**config.mk**
```make
export PLATFORM = sky130hd
export DESIGN_NAME = fetch_queue
export DESIGN_NICKNAME = d
export VERILOG_FILES = /design/src/rtl/fetch_queue.sv
export SDC_FILE = /design/constraint.sdc
export NUM_CORES = 1
export LEC_CHECK = 0
export CORE_MARGIN = 3
export CORE_UTILIZATION = 40
export DETAILED_ROUTE_END_ITERATION = 6
export SKIP_LAST_GASP = 1
export SLEW_MARGIN = 20
export SYNTH_ARGS = -nofsm -noshare
export SYNTH_HDL_FRONTEND = slang
export SYNTH_SLANG_ARGS = --single-unit
```
**constraint.sdc**
```tcl
create_clock -name clk -period 10.7 [get_ports clk]
set_input_delay 1.07 -clock clk [delete_from_list [all_inputs] [get_ports clk]]
set_output_delay 1.07 -clock clk [all_outputs]
set_load 0.005 [all_outputs]
```
**src/rtl/fetch_queue.sv**
```systemverilog
// fetch_queue: sequential instruction fetcher feeding a DEPTH-entry queue
// towards decode, with local JAL resolution and stale-response dropping.
module fetch_queue #(
    parameter int                ADDR_W   = 32,
    parameter int                INST_W   = 32,
    parameter int                DEPTH    = 4,
    parameter int                PC_STEP  = 4,
    parameter logic [ADDR_W-1:0] RESET_PC = '0
) (
    input  logic              clk,
    input  logic              rst,
    input  logic              rdy,
    input  logic              flush,
    input  logic [ADDR_W-1:0] flush_addr,
    input  logic              redir_en,
    input  logic [ADDR_W-1:0] redir_addr,
    output logic              req_en,
    output logic [ADDR_W-1:0] req_addr,
    input  logic              resp_en,
    input  logic [INST_W-1:0] resp_inst,
    output logic              dec_valid,
    output logic [ADDR_W-1:0] dec_pc,
    output logic [INST_W-1:0] dec_inst,
    input  logic              dec_ready
);
    localparam int            PW     = $clog2(DEPTH);
    localparam int            CW     = PW + 1;
    localparam logic [CW-1:0] FULL   = CW'(DEPTH);
    localparam logic [6:0]    OP_JAL = 7'b1101111;

    typedef enum logic [1:0] {IDLE, FETCH, WAIT_CT} state_t;

    state_t            state, state_nx;
    logic [ADDR_W-1:0] pc, pc_nx;
    logic              outstanding, outstanding_nx;
    logic              drop, drop_nx;
    logic [PW-1:0]     wr_ptr, rd_ptr;
    logic [CW-1:0]     count;
    logic [ADDR_W-1:0] pc_q   [DEPTH];
    logic [INST_W-1:0] inst_q [DEPTH];
    logic              take, push, pop;
    logic [ADDR_W-1:0] j_imm;

    assign j_imm = {{(ADDR_W-20){resp_inst[31]}}, resp_inst[19:12],
                    resp_inst[20], resp_inst[30:21], 1'b0};

    assign req_addr  = pc;
    assign dec_valid = (count != '0);
    assign dec_pc    = pc_q[rd_ptr];
    assign dec_inst  = inst_q[rd_ptr];

    always_comb begin
        req_en = rdy && !flush && (state == FETCH) && !outstanding
                 && (count < FULL);
        take = rdy && !flush && resp_en && outstanding;
        push = take && !drop;
        pop  = rdy && !flush && dec_valid && dec_ready;
        state_nx       = state;
        pc_nx          = pc;
        outstanding_nx = outstanding;
        drop_nx        = drop;
        if (flush) begin
            state_nx = FETCH;
            pc_nx    = flush_addr;
            // a request still in flight must have its response swallowed
            outstanding_nx = outstanding && !resp_en;
            drop_nx        = outstanding && !resp_en;
        end else begin
            if (req_en) outstanding_nx = 1'b1;
            if (take) begin
                outstanding_nx = 1'b0;
                drop_nx        = 1'b0;
            end
            unique case (state)
                IDLE: begin
                    state_nx = FETCH;
                    pc_nx    = RESET_PC;
                end
                WAIT_CT: begin
                    if (redir_en) begin
                        state_nx = FETCH;
                        pc_nx    = redir_addr;
                    end
                end
                default: begin
                    if (push) begin
                        unique case (1'b1)
                            !resp_inst[6]:
                                pc_nx = pc + ADDR_W'(PC_STEP);
                            resp_inst[6:0] == OP_JAL:
                                pc_nx = pc + j_imm;
                            default:
                                state_nx = WAIT_CT;
                        endcase
                    end
                end
            endcase
        end
    end

    always_ff @(posedge clk or posedge rst) begin
        if (rst) begin
            state       <= IDLE;
            pc          <= RESET_PC;
            outstanding <= 1'b0;
            drop        <= 1'b0;
            wr_ptr      <= '0;
            rd_ptr      <= '0;
            count       <= '0;
        end else if (rdy) begin
            state       <= state_nx;
            pc          <= pc_nx;
            outstanding <= outstanding_nx;
            drop        <= drop_nx;
            if (flush) begin
                count  <= '0;
                wr_ptr <= rd_ptr;
            end else begin
                if (push) wr_ptr <= wr_ptr + PW'(1);
                if (pop) rd_ptr <= rd_ptr + PW'(1);
                count <= count + CW'(push) - CW'(pop);
            end
        end
    end

    always_ff @(posedge clk or posedge rst) begin
        if (rst) begin
            for (int i = 0; i < DEPTH; i++) begin
                pc_q[i]   <= '0;
                inst_q[i] <= '0;
            end
        end else if (push) begin
            pc_q[wr_ptr]   <= pc;
            inst_q[wr_ptr] <= resp_inst;
        end
    end

endmodule
```
==> metrics.yaml, run 1 <==
fillers: 3426
final_common_cell: "dfrtp_1"
fp.dieW_um: 206
antenna_cells: 0
switching_share: 0.296
critPathBufInv: 4
timing_hold_violations_final: 0
post_drt_wl_per_cell_um: 22.5
clkPwrFrac: 0.281
synth.area.mux_share: 0.272
hold_end: "inst_q[0]"
crit_chain: "buf_2 -> buf_4 -> inv_2 -> nand2_1 -> nor4_1 -> clkdlybuf4s50_1"
hold_slack_ns: 0.500
dr_wl_met3_um: 2990
final_cell_mix: "dfrtp_1 (297), mux2_2 (256), clkdlybuf4s50_1 (199)"
critPathCaptureType: "output pin"
avgSynthCellArea_um2: 12.4
ant_nets: 0
areaGrowthSynthToFinish_pct: 22.8
rsz0062_at_grt: "false"
cts_made_buffers: 36
grt_max_degree: 174
vias: 11300
grt_pass1_vias: 11500
timing.final.crit_share: 0.425
hpwl_um: 29700
multiInputGateArea_um2: 7930
holdPathStages: 1
met2_length_um: 20700
powerDensity_nw_per_um2: 240
p_seq_frac: 0.400
first_pass_iters: 5
fmaxAchievable_mhz: 220
holdBufCountCts: 0
worstPathMaxFanout: 47
drc: 0
reg2reg_depth: 11
synth_compound_area_frac: 0.0981
reg2reg_setup_slack_ns: 7.31
cts-htree-levels: 2
cts_sinks: 299
path_clk_slew_ns: 0.06
antenna_found_initial: 1
synthAdderAreaFrac: 0.0316
synth_nets: 1422
yosys_warnings: 0
post_cts_buffers: 0
nets: 1580
peakVddDrop_mv: 0.121
post_cts_resized: 0
rows: 72
die-area_um2: 42300
grt_usage: 0.212
status: "finished clean"
syn_area_um2: 15900
setup_violations: 0
cpPeakStageDelay_ns: 0.66
ioPinCount: 201
required_ns: 9.63
fin_skew_ns: 0.00847
final.setup.tns_ns: 0
wl_met1_um: 20200
fin_crit_ns: 4.55
cap_violations: 0
ff_latch_area_um2: 7490
hold_start: "inst_q[0]"
yosys.area_share.simple: 0.0704
slew_headroom: 0.232
drt_iter0_markers: 857
combPwrFrac: 0.319
synth_flop_cell: "dfrtp_1"
cts_tree: "built"
critical_path.top_delay_family: "buffers and inverters"
grt_overflow: 0
ys_ff_latch: 299
p_int_mw: 3.31
synth_top_family_by_area: "multiplexers"
grt_pass1_wl_um: 69600
p_leak_nw: 8.69
synthArstFlopShare: 1.00
wl_um: 44700
drv_slew: 0
highest_layer: "met5"
postSynthCellCount: 1280
worstPathArrival_ns: 3.48
r2r_end: "req_addr[25]"
synth_xor_area_frac: 0.0247
root_buffer: "clkbuf_16"
clock_path_buffers: 3
critPathKind: "input port to output pin"
viasPerCell: 5.71
synth_edf_count: 0
clk_latency_ns: 0.52
crit_path_start_kind: "input port"
critPathSlowestCell: "clkdlybuf4s50_1"
reg2reg_from: "req_addr[2]"
switchingPower_mw: 1.39
port_buffers: 200
hp-class: "flop to flop"
ys_seq_area_frac: 0.470
tightest_slew_ns: 1.15
place_congestion: 0.881
start_util: 0.408
die_h_um: 206
yosysUniqueCellTypes: 77
core_area_um2: 39000
drive_gt1_frac: 0.289
kinds of logic after synthesis:
logic type,count (synthesis)
buffers and inverters,113
adder cells (fa/ha/maj),39
multiplexers,321
flip-flops,299
XOR/XNOR,45
AO/OA/AOI/OAI,233
AND/OR/NAND/NOR,230
through the flow:
step | power [mW] | cell area [um2] | utilization | setup WS (ns) | std cells
after CTS | 4.75 | 19500 | 0.501 | 6.22 | 1981
after global routing | 4.97 | 19600 | 0.502 | 6.07 | 1982
final | 4.70 | 19600 | 0.502 | 6.15 | 1982
after global placement | 3.37 | 18200 | 0.468 | 6.27 | 1917
after floorplan | 2.75 | 15900 | - | 1.37 | 1280
after detailed placement | 3.41 | 18200 | 0.468 | 6.22 | 1917
registers in the layout, indices dropped and copies added, names as in the netlist:
register	count
rd_ptr	2
outstanding	1
count	3
wr_ptr	2
inst_q	128
req_addr	32
pc_q	128
state	2
drop	1
final cells by class:
| cell class | count | share of cell area |
|---|---|---|
| clock buffer | 48 | 0.0535 |
| clock inverter | 16 | 0.0127 |
| inverter | 21 | 0.00441 |
| multi-input combinational | 868 | 0.405 |
| sequential | 299 | 0.383 |
| tap | 518 | 0.0331 |
| timing repair buffer | 212 | 0.108 |
routing by layer:
layer  GRT usage  vias to the layer above
met3      0.0391                       47
li1            -                     5077
met4      0.0452                        2
met2       0.336                      352
met5           0                        -
met1       0.307                     5840
power groups by stage:
stage                     Sequential [mW]  Combinational (mW)  Clock [mW]
final                                1.88                1.50        1.32
after global routing                 1.94                1.63        1.40
after CTS                            1.88                1.52        1.35
after detailed placement             1.90                1.51           0
after global placement               1.88                1.49           0
after floorplan                      1.69                1.06           0
how the worst max path moves through the flow:
| stage | slack (ns) | endpoint | startpoint | cells past startpoint |
|---|---|---|---|---|
| global route | 6.07 | req_en | flush | 6 |
| CTS | 6.22 | req_en | flush | 6 |
| global placement | 6.27 | req_en | flush | 6 |
| finish | 6.15 | req_en | flush | 6 |
| detailed placement | 6.22 | req_en | flush | 6 |
| floorplan | 1.37 | count[0] | rst | 1 |
Yosys cell counts, types with 5 or more instances:
cell	number	area, um2
o21ai_1	21	105
nor2b_1	6	37.5
o21ai_0	46	230
nand2_1	89	334
nand2b_1	6	37.5
ha_1	37	463
a221o_1	6	60.1
o211ai_1	9	67.6
xnor2_1	25	219
o22ai_1	5	31.3
nor3_1	6	30.0
o31ai_1	11	82.6
inv_1	19	71.3
mux2_2	256	2880
a21o_1	17	128
mux4_2	64	1440
nor2_1	46	173
and2_1	8	50.1
xor2_1	20	175
dfrtp_1	299	7480
a31oi_1	12	75.1
buf_1	6	22.5
a21oi_1	49	245
clkbuf_1	44	165
buf_2	32	160
a221oi_1	11	96.3
and3_1	19	119
nand3_1	18	90.1
nand4_1	8	50.1
and4_1	6	52.6
worst register-to-register path, delay by kind of cell (launching register included):
family	cells	cell delay, ns
and+or+nand+nor	2	0.52
adders and majority gates	1	0.47
buffers and inverters	1	0.16
AOI/OAI and AO/OA	7	1.51
DFF	1	0.60
No activity file was read; power rests on OpenSTA's default activity.
==> inputs of run 2 (changes only) <==
- clock period: 10.7 -> 4 ns (I/O delays scaled with it)
==> run 2 against run 1 <==
Against the previous run: first-iteration DRC count down 4.3%; core utilization grew 0.26 points; global-route usage is 0.69 points higher; largest power group unchanged; non-clock buffer count rose by 31; register-to-register slack lost 6.5 ns; combinational power grew to 2.8 times the previous value.
==> metrics.yaml, run 2 (same netlist as run 1, synthesis figures left out) <==
status: "finished clean"
die_h_um: 206
timing_hold_violations_final: 0
cap_violations: 0
cts-htree-levels: 2
p_int_mw: 8.51
rows: 72
grt_usage: 0.219
grt_pass1_wl_um: 71300
viasPerCell: 5.65
utilization: 0.504
nets: 1610
drt_iter0_markers: 820
path_clk_slew_ns: 0.06
die-area_um2: 42300
cts_tree: "built"
timing.final.crit_share: 0.798
hpwl_um: 32200
p_seq_frac: 0.399
wl_um: 46200
core_area_um2: 39000
switchingPower_mw: 3.65
multiInputGateArea_um2: 7930
reg2reg_depth: 12
post_drt_wl_per_cell_um: 23.0
tightest_slew_ns: 0.660
switching_share: 0.300
drv_slew: 0
grt_overflow: 0
required_ns: 4.38
post_cts_resized: 0
clkPwrFrac: 0.251
slew_headroom: 0.560
worstPathMaxFanout: 7
fin_skew_ns: 0.0181
post-place-ws_ns: 0.433
grt_pass1_vias: 11700
placed_area_um2: 18600
clock_path_buffers: 3
areaGrowthSynthToFinish_pct: 23.4
critPathKind: "flop to flop"
vias: 11400
first_pass_iters: 5
final.setup.tns_ns: 0
rsz0062_at_grt: "false"
place_congestion: 0.883
fmaxAchievable_mhz: 313
fin_ws_ns: 0.810
r2r_end: "req_addr[25]"
reg2reg_setup_slack_ns: 0.81
setup_violations: 0
worstPathArrival_ns: 3.57
crit_path_start_kind: "flop"
hp-class: "input port to async pin"
ant_nets: 0
ff_latch_area_um2: 7490
powerDensity_nw_per_um2: 619
port_buffers: 200
fp.dieW_um: 206
final_cell_mix: "dfrtp_1 (297), mux2_2 (256), clkdlybuf4s50_1 (199)"
fillers: 3428
antenna_found_initial: 4
post_cts_buffers: 0
drc: 0
hold_slack_ns: 0.276
p_leak_nw: 8.77
cts_sinks: 299
holdBufCountCts: 0
final_common_cell: "dfrtp_1"
fin_crit_ns: 3.19
ioPinCount: 201
design_area_um2: 19700
cts_made_buffers: 35
drive_gt1_frac: 0.296
peakVddDrop_mv: 0.337
clk_latency_ns: 0.51
critPathCaptureType: "flop"
grt_max_degree: 117
root_buffer: "clkbuf_16"
combPwrFrac: 0.350
start_util: 0.408
reg2reg_from: "req_addr[1]"
## run 2: cell count changes in the layout (fill, tap and decap cells not counted), sizes merged
cell	before	now
diode	0	1
buf	13	44
clkbuf	48	55
bufinv	6	0
inv	22	20
clkinvlp	4	1
## run 2: metrics by stage
step           cells  total power, mW
6_report        2010             12.2
4_1_cts         2009             12.3
3_5_place_dp    1949             9.23
2_1_floorplan   1280             7.36
5_1_grt         2009             12.9
3_3_place_gp    1949             9.13
## run 2: power by group through the flow
stage          logic [mW]  clock network, mW  registers [mW]
2_1_floorplan        2.84                  0            4.52
3_3_place_gp         4.26                  0            4.86
3_5_place_dp         4.31                  0            4.92
4_1_cts              4.34               3.14            4.87
5_1_grt              4.64               3.26            5.01
6_report             4.26               3.05            4.85
## run 2: cell type report
class | instances | area share
Inverter | 21 | 0.00420
Clock buffer | 55 | 0.0541
Antenna cell | 1 | 0.000127
Sequential cell | 299 | 0.381
Multi-Input combinational cell | 868 | 0.403
Clock inverter | 5 | 0.00165
Tap cell | 518 | 0.0330
Timing Repair Buffer | 243 | 0.123
## run 2: routing by layer
| layer | part of all wire | vias up | track usage |
|---|---|---|---|
| li1 | - | 5130 | - |
| met1 | 0.44 | 5797 | 0.313 |
| met2 | 0.46 | 372 | 0.344 |
| met3 | 0.073 | 57 | 0.0517 |
| met4 | 0.017 | 6 | 0.0449 |
| met5 | 0.00071 | - | 0 |
## run 2: critical path, stage by stage (launching register included)
cell,delay (ns)
dfrtp_1,0.55
ha_1,0.24
inv_1,0.06
fa_1,0.38
nand2b_1,0.18
a21oi_1,0.20
o21ai_1,0.15
a21oi_1,0.35
a31oi_2,0.20
nor4b_1,0.33
o21ai_1,0.09
a221oi_1,0.26
o21ai_1,0.08
## run 2: how the worst max path moves through the flow
stage / cells after the start / endpoint / from / slack (ns)
finish: 12 / req_addr[25] / req_addr[1] / 0.81
global route: 12 / req_addr[25] / req_addr[1] / 0.44
CTS: 12 / req_addr[25] / req_addr[1] / 0.82
detailed placement: 13 / req_addr[25] / resp_inst[21] / 0.43
global placement: 13 / req_addr[25] / resp_inst[21] / 0.47
floorplan: 1 / count[0] / rst / -0.37
==> inputs of run 3 (changes only) <==
- clock period: 4 -> 2.8 ns (I/O delays scaled with it)
==> run 3 against run 2 <==
Against the previous run: global-route usage increased by 0.62 points; critical path depth stayed put; design area grew 6.9%; critical endpoint unchanged; largest power group is now combinational logic.
==> metrics.yaml, run 3 (same netlist as run 1, synthesis figures left out) <==
status: "finished clean"
timing.final.crit_share: 0.978
final_common_cell: "dfrtp_1"
tightest_slew_ns: 0.847
cts-htree-levels: 2
place_congestion: 0.918
hp-class: "input port to async pin"
nets: 1753
grt_max_degree: 51
fin_ws_ns: 0.0613
grt_overflow: 0
reg2reg_from: "req_addr[1]"
p_leak_nw: 9.54
antenna_found_initial: 1
start_util: 0.408
cts_made_buffers: 36
ioPinCount: 201
port_buffers: 200
holdBufCountCts: 0
drc: 0
grt_pass1_vias: 12400
die_h_um: 206
root_buffer: "clkbuf_16"
critPathKind: "flop to flop"
slew_headroom: 0.434
critPathCaptureType: "flop"
clock_path_buffers: 3
areaGrowthSynthToFinish_pct: 31.9
rsz0062_at_grt: "true"
fmaxAchievable_mhz: 365
cap_violations: 0
wl_um: 47400
required_ns: 3.20
first_pass_iters: 4
core_area_um2: 39000
critPathBufInv: 1
cpPeakStageDelay_ns: 0.37
hpwl_um: 34500
critPathSlowestCell: "dfrtp_1"
design_area_um2: 21000
timing_hold_violations_final: 0
final.setup.tns_ns: 0
grt_pass1_wl_um: 73300
drive_gt1_frac: 0.365
ant_nets: 0
placed_area_um2: 19800
path_clk_slew_ns: 0.06
viasPerCell: 5.57
antenna_cells: 0
worstPathMaxFanout: 4
critical_path.top_delay_family: "compound AO/OA/AOI/OAI gates"
drv_slew: 0
setup_violations: 0
rows: 72
drt_iter0_markers: 691
powerDensity_nw_per_um2: 862
crit_chain: "ha_1 -> inv_1 -> fa_1 -> nand2b_1 -> a21oi_2 -> o21ai_2 -> a21oi_2 -> a31oi_4 -> nor4b_2 -> o21ai_1 -> a221oi_2 -> o21ai_1"
cp-startpoint: "req_addr[1]"
fp.dieW_um: 206
peakVddDrop_mv: 0.484
power_mw: 18.1
vias: 12000
final_cell_mix: "dfrtp_1 (297), mux2_2 (256), clkdlybuf4s50_1 (199)"
post_drt_wl_per_cell_um: 22.0
utilization: 0.539
fin_crit_ns: 2.74
clk_latency_ns: 0.52
fin_skew_ns: 0.0199
cts_sinks: 299
crit_path_start_kind: "flop"
worstPathArrival_ns: 3.14
die-area_um2: 42300
cts_tree: "built"
post-place-ws_ns: -0.538
grt_usage: 0.226
## run 3: cell types whose count changed in the layout (fill, tap and decap cells not counted), moves of 2 or more
cell	before	now
a221oi_1	11	9
a21oi_2	1	3
buf_12	8	24
clkinv_2	3	5
a21oi_1	49	46
buf_4	35	161
clkbuf_8	7	4
## run 3: worst paths after layout
| check | depth (start not counted) | to | slack [ns] |
|---|---|---|---|
| setup / recovery | 12 | req_addr[25] | 0.06 |
| hold / removal | 2 | inst_q[87] | 0.28 |
| setup reg to reg | 12 | req_addr[25] | 0.06 |
| hold reg to reg | 1 | inst_q[62] | 0.50 |
| max in group asynchronous | 3 | inst_q[3] | 1.78 |
| min in group clk | 4 | count[0] | 0.28 |
## run 3: stage by stage
step                hold slack [ns]  instances
floorplan                     0.432       1280
global placement              0.484       2088
detailed placement            0.490       2088
CTS                           0.229       2152
global route                  0.292       2152
finish                        0.277       2152
## run 3: area by class of cell
type                            count  area, um2
Fill cell                        3393      18000
Multi-Input combinational cell    868       8020
Sequential cell                   299       7490
Timing Repair Buffer              385       3690
Clock buffer                       53       1030
Tap cell                          518        648
Inverter                           21       82.6
Clock inverter                      8       71.3
## run 3: layer usage
layer	wire length, um	GRT usage
met4	1060	0.0569
met3	3040	0.0389
met1	21100	0.317
met5	12	0
met2	22200	0.365
## run 3: power by group
| group | total (mW) | internal [mW] | leakage [nW] | switching (mW) |
|---|---|---|---|---|
| sequential | 6.62 | 5.83 | 3.99 | 0.791 |
| clock | 4.39 | 2.62 | 0.537 | 1.77 |
| combinational | 7.12 | 4.28 | 5.01 | 2.85 |
| total | 18.1 | 12.7 | 9.54 | 5.40 |
## run 3: repair_timing
action | 4_1_cts | 5_1_grt
cloned | 0 | 0
setup endpoints to repair | 48 | 11
gates resized for setup | 1 | 14
pin swaps | 0 | 8
setup buffers | 3 | 0
